<file path="src/rtl/uart_pkg.sv">
// uart_pkg: shared state encoding and defaults for the UART transmit path
package uart_pkg;
  typedef enum logic [2:0] {IDLE, START, DATA, PARITY, STOP} tx_state_e;
  localparam int DEFAULT_CLKS_PER_BIT = 868;
endpackage

</file>
<file path="src/rtl/uart_tx_ctrl_bit_timer.sv">
// bit_timer: bit-period counter, held at zero while disabled, wraps on tick
module bit_timer
  import uart_pkg::*;
#(
  parameter int CLKS_PER_BIT = DEFAULT_CLKS_PER_BIT
) (
  input  logic clk,
  input  logic reset,
  input  logic enable,
  output logic tick
);
  localparam int W = CLKS_PER_BIT > 1 ? $clog2(CLKS_PER_BIT) : 1;
  localparam logic [W-1:0] LAST = W'(CLKS_PER_BIT - 1);
  logic [W-1:0] count;
  always_ff @(posedge clk)
    if (reset || !enable || tick) count <= '0;
    else count <= count + 1'b1;
  assign tick = enable && count == LAST;
endmodule

</file>
<file path="src/rtl/uart_tx_ctrl.sv">
// uart_tx_ctrl: pops bytes from a FWFT FIFO and serialises start/data/parity/stop frames
module uart_tx_ctrl
  import uart_pkg::*;
#(
  parameter int CLKS_PER_BIT = DEFAULT_CLKS_PER_BIT,
  parameter int DATA_BITS    = 8,
  parameter int STOP_BITS    = 1,
  parameter bit PARITY_EN    = 1'b0,
  parameter bit PARITY_ODD   = 1'b0
) (
  input  logic                 clk,
  input  logic                 reset,
  input  logic                 fifo_empty,
  input  logic [DATA_BITS-1:0] fifo_rd_data,
  output logic                 fifo_rd_en,
  output logic                 tx,
  output logic                 busy,
  output logic                 tx_done
);
  localparam int CW = $clog2(DATA_BITS + 1);
  tx_state_e state, nxt;
  logic tick, tx_nxt, par, dlast, slast, scnt;
  logic [DATA_BITS-1:0] shreg;
  logic [CW-1:0] dcnt;
  if (CLKS_PER_BIT < 1 || DATA_BITS < 5 || DATA_BITS > 8 || STOP_BITS < 1 || STOP_BITS > 2) begin : g_bad
    $error("uart_tx_ctrl: illegal CLKS_PER_BIT/DATA_BITS/STOP_BITS");
  end
  bit_timer #(.CLKS_PER_BIT(CLKS_PER_BIT)) u_timer (
    .clk(clk),
    .reset(reset),
    .enable(busy),
    .tick(tick)
  );
  assign dlast = dcnt == CW'(DATA_BITS - 1);
  assign slast = scnt == 1'(STOP_BITS - 1);
  always_ff @(posedge clk)
    if (reset) begin
      state <= IDLE;
      tx    <= 1'b1;
      shreg <= '0;
      par   <= 1'b0;
      dcnt  <= '0;
      scnt  <= 1'b0;
    end else begin
      state <= nxt;
      tx    <= tx_nxt;
      if (fifo_rd_en) begin
        shreg <= fifo_rd_data;
        par   <= ^fifo_rd_data ^ PARITY_ODD;
      end else if (state == DATA && tick) shreg <= shreg >> 1;
      if (state == DATA && tick) dcnt <= dlast ? '0 : dcnt + 1'b1;
      if (state == STOP && tick) scnt <= slast ? 1'b0 : scnt + 1'b1;
    end
  always_comb begin
    nxt = state;
    case (state)
      IDLE:    nxt = fifo_empty ? IDLE : START;
      START:   nxt = tick ? DATA : START;
      DATA:    nxt = tick && dlast ? (PARITY_EN ? PARITY : STOP) : DATA;
      PARITY:  nxt = tick ? STOP : PARITY;
      STOP:    nxt = tick && slast ? (fifo_empty ? IDLE : START) : STOP;
      default: nxt = IDLE;
    endcase
  end
  // tx is registered, so it is computed from the state being entered next cycle
  always_comb begin
    busy       = state != IDLE;
    tx_done    = state == STOP && tick && slast;
    fifo_rd_en = !fifo_empty && (state == IDLE || tx_done);
    tx_nxt     = nxt == START  ? 1'b0 :
                 nxt == DATA   ? (state == DATA && tick ? shreg[1] : shreg[0]) :
                 nxt == PARITY ? par : 1'b1;
  end
endmodule
</file>
<file path="config.mk">
export PLATFORM = sky130hd
export DESIGN_NAME = uart_tx_ctrl
export DESIGN_NICKNAME = d
export VERILOG_FILES = /design/src/rtl/uart_pkg.sv /design/src/rtl/uart_tx_ctrl_bit_timer.sv /design/src/rtl/uart_tx_ctrl.sv
export SDC_FILE = /design/constraint.sdc
export NUM_CORES = 1
export LEC_CHECK = 0
export CORE_UTILIZATION = 40
export CTS_CLUSTER_SIZE = 28
export DETAILED_ROUTE_END_ITERATION = 8
export PLACE_DENSITY = 0.63
export SKIP_CTS_REPAIR_TIMING = 1
export SYNTH_ARGS = -nofsm -noshare
export SYNTH_HDL_FRONTEND = slang
export SYNTH_SLANG_ARGS = --single-unit
export TNS_END_PERCENT = 30
</file>
<file path="constraint.sdc">
create_clock -name clk -period 4.2 [get_ports clk]
set_clock_uncertainty 0.05 [all_clocks]
set_input_delay 0.84 -clock clk [delete_from_list [all_inputs] [get_ports clk]]
set_output_delay 0.84 -clock clk [all_outputs]
set_load 0.005 [all_outputs]
</file>
### After elaboration in Yosys (flattened, before gate mapping)

Index checks and enable logic that the tools add are counted.

* logic and storage cells: 50
* output and inout port bits: 4
* flip-flop bits (word level): 28

* multiplexer cells: 14
* reductions and logical operators: 16
* add/subtract/negate cells: 3
* equal/unequal tests: 9
* bitwise gates (word level): 1

Operators with widths (count)
* 2-to-1 mux 8 bit: 2
* one-hot mux 3 bit (5 select lines): 1
* == test 3 x 2 -> 1 bit (second input constant): 4
* adder 10 x 1 -> 10 bit (second input constant): 1
* == test 10 bit (second input constant): 1
* 2-to-1 mux 3 bit: 3
* XOR reduction 8 bit: 1
* logical AND 1 bit: 7
* == test 3 x 1 -> 1 bit (second input constant): 2
* 2-to-1 mux 1 bit: 6
* adder 4 x 1 -> 4 bit (second input constant): 1
* == test 4 x 3 -> 1 bit (second input constant): 1
* 2-to-1 mux 4 bit: 1
* == test 3 bit (second input constant): 1
* zero test 3 bit: 1
* logical OR 1 bit: 3
* nonzero test 3 bit: 1
* zero test 1 bit: 2
* 2-to-1 mux 2 bit: 1
* nonzero test 2 bit: 1
* adder 1 bit (second input constant): 1
* inverter 1 bit: 1

### Longest topological paths before layout

* depth after elaboration: 9
* gate-level depth with buffers: 7
* mapped depth without buffers: 6

### Hierarchy

From an unflattened synthesis, not the netlist that was laid out.

* cells, all modules: 144
* area total of the unflattened synthesis: 1317.5 sq um

Modules (own cells, without submodules)
* uart_tx_ctrl: cells each 95, instances 1, area an instance 868.3 sq um
* bit_timer: cells each 49, instances 1, area an instance 449.2 sq um

### Worst setup path before layout

OpenSTA, ideal clock, no wires.

* path kind: register -> output
* from: register u_timer.count[0]
* to: output fifo_rd_en
* required time: 3.310 ns
* path buffers: 1
* arrival time: 1.383 ns
* cell stages (with the launch flop): 6
* slack: 1.927 ns
* cell sequence: dfxtp_1 > ha_1 > nand2_1 > o31ai_4 > and2_1 > buf_4

* longest elaborated chain between the ends: 6

RTL lines
* from (decl): RTL line uart_tx_ctrl_bit_timer.sv:14 `logic [W-1:0] count;`
* from (signal assigned): RTL line uart_tx_ctrl_bit_timer.sv:17 `else count <= count + 1'b1;`
* == test 10 bit: RTL line uart_tx_ctrl_bit_timer.sv:18 `assign tick = enable && count == LAST;`
* logical AND 1 bit: RTL line uart_tx_ctrl_bit_timer.sv:18
* logical AND 1 bit (2 in series): RTL line uart_tx_ctrl.sv:68 `tx_done = state == STOP && tick && slast;`
* logical OR 1 bit: RTL line uart_tx_ctrl.sv:69 `fifo_rd_en = !fifo_empty && (state == IDLE || tx_done);`
* logical AND 1 bit: RTL line uart_tx_ctrl.sv:69
* to (decl): RTL line uart_tx_ctrl.sv:15 `output logic fifo_rd_en,`

Every way passes these cells.

### Worst setup path after layout

* from: input fifo_empty
* to: output fifo_rd_en

* longest elaborated chain between the ends: 2

RTL lines
* from (decl): RTL line uart_tx_ctrl.sv:13 `input logic fifo_empty,`
* zero test 1 bit: RTL line uart_tx_ctrl.sv:69
* logical AND 1 bit: RTL line uart_tx_ctrl.sv:69

Every way passes these cells.

==> flow_metrics.env <==
export IMPL_synthFlopType="dfxtp_1"
export IMPL_cts_buffers=3
export IMPL_ys_seq_area_share_pct=40.7
export IMPL_slowest_stage="clkdlybuf4s50_1"
export IMPL_ys_ff_latch=27
export IMPL_finalHoldViolCount=0
export IMPL_gp_congestion=0.744
export IMPL_io_buffers=14
export IMPL_yosys_area_share_simple_pct=25.6
export IMPL_syn_area_per_cell_sq_um=9.23
export IMPL_r2r_cells=6
export IMPL_synth_distinct_cells=43
export IMPL_wirelength_mm=2.28
export IMPL_antennaDiodeCount=0
export IMPL_syn_inst=144
export IMPL_final_setup_tns_ns=0
export IMPL_whs_ns=0.412
export IMPL_synth_area_leaders="dfxtp_1 (41%), xnor2_1 (7.3%), nor2_1 (6.2%)"
export IMPL_max_slew_margin_pct=48.0
export IMPL_holdPathStages=1
export IMPL_startpoint_type="primary input"
export IMPL_vdd_drop_max_mv=0.125
export IMPL_die_area_sq_um=3560
export IMPL_synth_compound_area_share_pct=13.1
export IMPL_yosysTopAreaCell="dfxtp_1"
export IMPL_cts_sinks=27
export IMPL_met3_usage_pct=2.62
export IMPL_synth_area_sq_um=1330
export IMPL_final_nets=170
export IMPL_p_per_area_nw_per_um2=289
export IMPL_synth_mux_area_share_pct=4.61
export IMPL_synth_xor_area_share_pct=10.5
export IMPL_place_hpwl_mm=1.77
export IMPL_holdCritStartpoint="u_timer.count[0]"
export IMPL_synth_warnings=0
export IMPL_cp_required_ns=3.31
export IMPL_tightest_slew_ns=0.774
export IMPL_crit_type="primary input to primary output"
export IMPL_async_reset_ff_share_pct=0
export IMPL_r2r_start="u_timer.count[0]"
export IMPL_dieWidth_um=59.6
export IMPL_leakagePower_nw=0.545
export IMPL_synth_top_family_by_area="simple AND/OR/NAND/NOR gates"
export IMPL_path_cells="clkdlybuf4s50_1 -> nor3_1 -> and2_1 -> clkdlybuf4s50_1"
export IMPL_drv_slew=0
export IMPL_timing_final_crit_share_pct=81.4
export IMPL_met2_usage_pct=24.2
export IMPL_root_buffer="clkbuf_4"
export IMPL_use_met1_pct=18.7
export IMPL_grt_pass1_wl_mm=3.91
export IMPL_clk_pin_slew_worst_paths_ns=0.14
export IMPL_arrival_ns=2.53
export IMPL_r2r_setup_slack_ns=1.78
export IMPL_first_iter_violations=23
export IMPL_hold_class="flop to flop"
export IMPL_setup_viol=0
export IMPL_critPathMaxStageDelay_ns=0.59
export IMPL_htreeDepth=1
export IMPL_busiest_layer="met2"
export IMPL_synth_top_area_share_pct=40.7
export IMPL_synth_common_cells="dfxtp_1 (27), nor2_1 (22), nand2_1 (13)"
export IMPL_finalPower_mw=0.437
export IMPL_coreArea_sq_um=3100
export IMPL_initial_core_util_pct=42.8
export IMPL_viasPerCell=5.16
export IMPL_synth_edff_count=0
export IMPL_status="complete, no violations"
export IMPL_vias=1032
export IMPL_grt_use_total_pct=14.3
export IMPL_drc=0
export IMPL_wire_per_inst_um=11.4
export IMPL_ios=15
export IMPL_maxCapViolations=0
export IMPL_grt_start_max_net_pins=19
export IMPL_clock_path_buffers=2
export IMPL_chipHeight_um=59.6
export IMPL_hold_end="u_timer.count[0]"
export IMPL_rows=20
export IMPL_crit_top_cell="clkdlybuf4s50_1"
export IMPL_area_growth_pct=13.7
export IMPL_drive_above_1_share_pct=8.33
export IMPL_placed_area_sq_um=1480
export IMPL_antenna_found_initial=0
export IMPL_cts_tree="done"
export IMPL_rr_endpoint="tx"
export IMPL_rsz0062_at_grt="false"
export IMPL_synth_adder_area_share_pct=1.88
export IMPL_synth_nets=157
export IMPL_antenna_left=0
export IMPL_clock_fmax_mhz=292
export IMPL_yosysMostFrequentCell="dfxtp_1"
export IMPL_grt_pass1_vias=924
export IMPL_period_needed_ns=3.42
export IMPL_clock_latency_ns=0.32
export IMPL_final_area_sq_um=1510
export IMPL_dr_pass1_iters=4
export IMPL_gr_total_overflow=0
export IMPL_critPathCaptureType="primary output"
export IMPL_crit_fanout=13
[per-stage QoR]
stage          util, %  setup slack [ns]  std cells
2_1_floorplan        -              1.93        144
4_1_cts           48.7             0.760        200
6_report          48.7             0.781        200
3_3_place_gp      47.7             0.815        196
5_1_grt           48.7             0.564        200
3_5_place_dp      47.7             0.804        196
[routing by layer]
metal / share of wire, % / up-vias / routed length (um)
li1: - / 532 / -
met1: 47 / 486 / 1080
met2: 49 / 12 / 1110
met3: 3.1 / 2 / 71
met4: 0.83 / 0 / 19
met5: 0 / - / 0
[how the worst max path moves through the flow]
stage	start	end	cells after the start
CTS	u_timer.count[0]	fifo_rd_en	5
global route	u_timer.count[0]	fifo_rd_en	5
finish	fifo_empty	fifo_rd_en	4
global placement	fifo_empty	fifo_rd_en	4
floorplan	u_timer.count[0]	fifo_rd_en	5
detailed placement	fifo_empty	fifo_rd_en	4
[sequential cells by signal, summed over array words and instances, names as in the netlist]
name and flops:
par 1, shreg 8, state 3, dcnt 4, tx 1, u_timer.count 10
[kinds of logic after synthesis]
group / Yosys count
compound gates: 24
fa+ha+maj: 2
flops: 27
mux: 6
buf+inv: 7
simple gates: 62
xor+xnor: 16
[worst max-delay path: cells and delay by family]
family        cells  cell delay, ns
buf+inv           2            1.01
simple gates      2            0.68
[cell type report]
cell class / count / area (sq um)
inverters: 1 / 3.75
fillers: 323 / 1590
clock buffers: 3 / 22.5
flip-flops and latches: 27 / 541
multi-input cells: 110 / 741
well taps: 44 / 55.1
repair buffers: 14 / 140
clock inverters: 1 / 7.51
[power by group]
part           internal (mW)  total (mW)  switching (mW)
registers              0.265       0.270         0.00505
clock network         0.0363       0.113          0.0764
logic                 0.0303      0.0540          0.0237
total                  0.332       0.437           0.105
[cells in the final DEF (no fill, tap or decap), drive strengths merged]
cell	instances
and2	1
xor2	5
o21ai	1
or4	1
mux2i	5
o211ai	1
clkdlybuf4s50	14
a21o	1
or3	2
or2	1
nand4b	1
o311ai	1
and3	2
nor2	22
or3b	4
nand2	13
dfxtp	27
nand4	1
a211oi	1
xnor2	11
and3b	1
clkbuf	3
a21oi	8
nor3	4
clkinvlp	1
and2b	1
nor4	1
nand3	6
o21bai	1
a31oi	1
nor2b	1
mux2	1
inv	1
ha	2
a2bb2oi	1
o31ai	2
a22oi	5
a211o	1
Note: power is estimated with default switching activity, not from simulation.
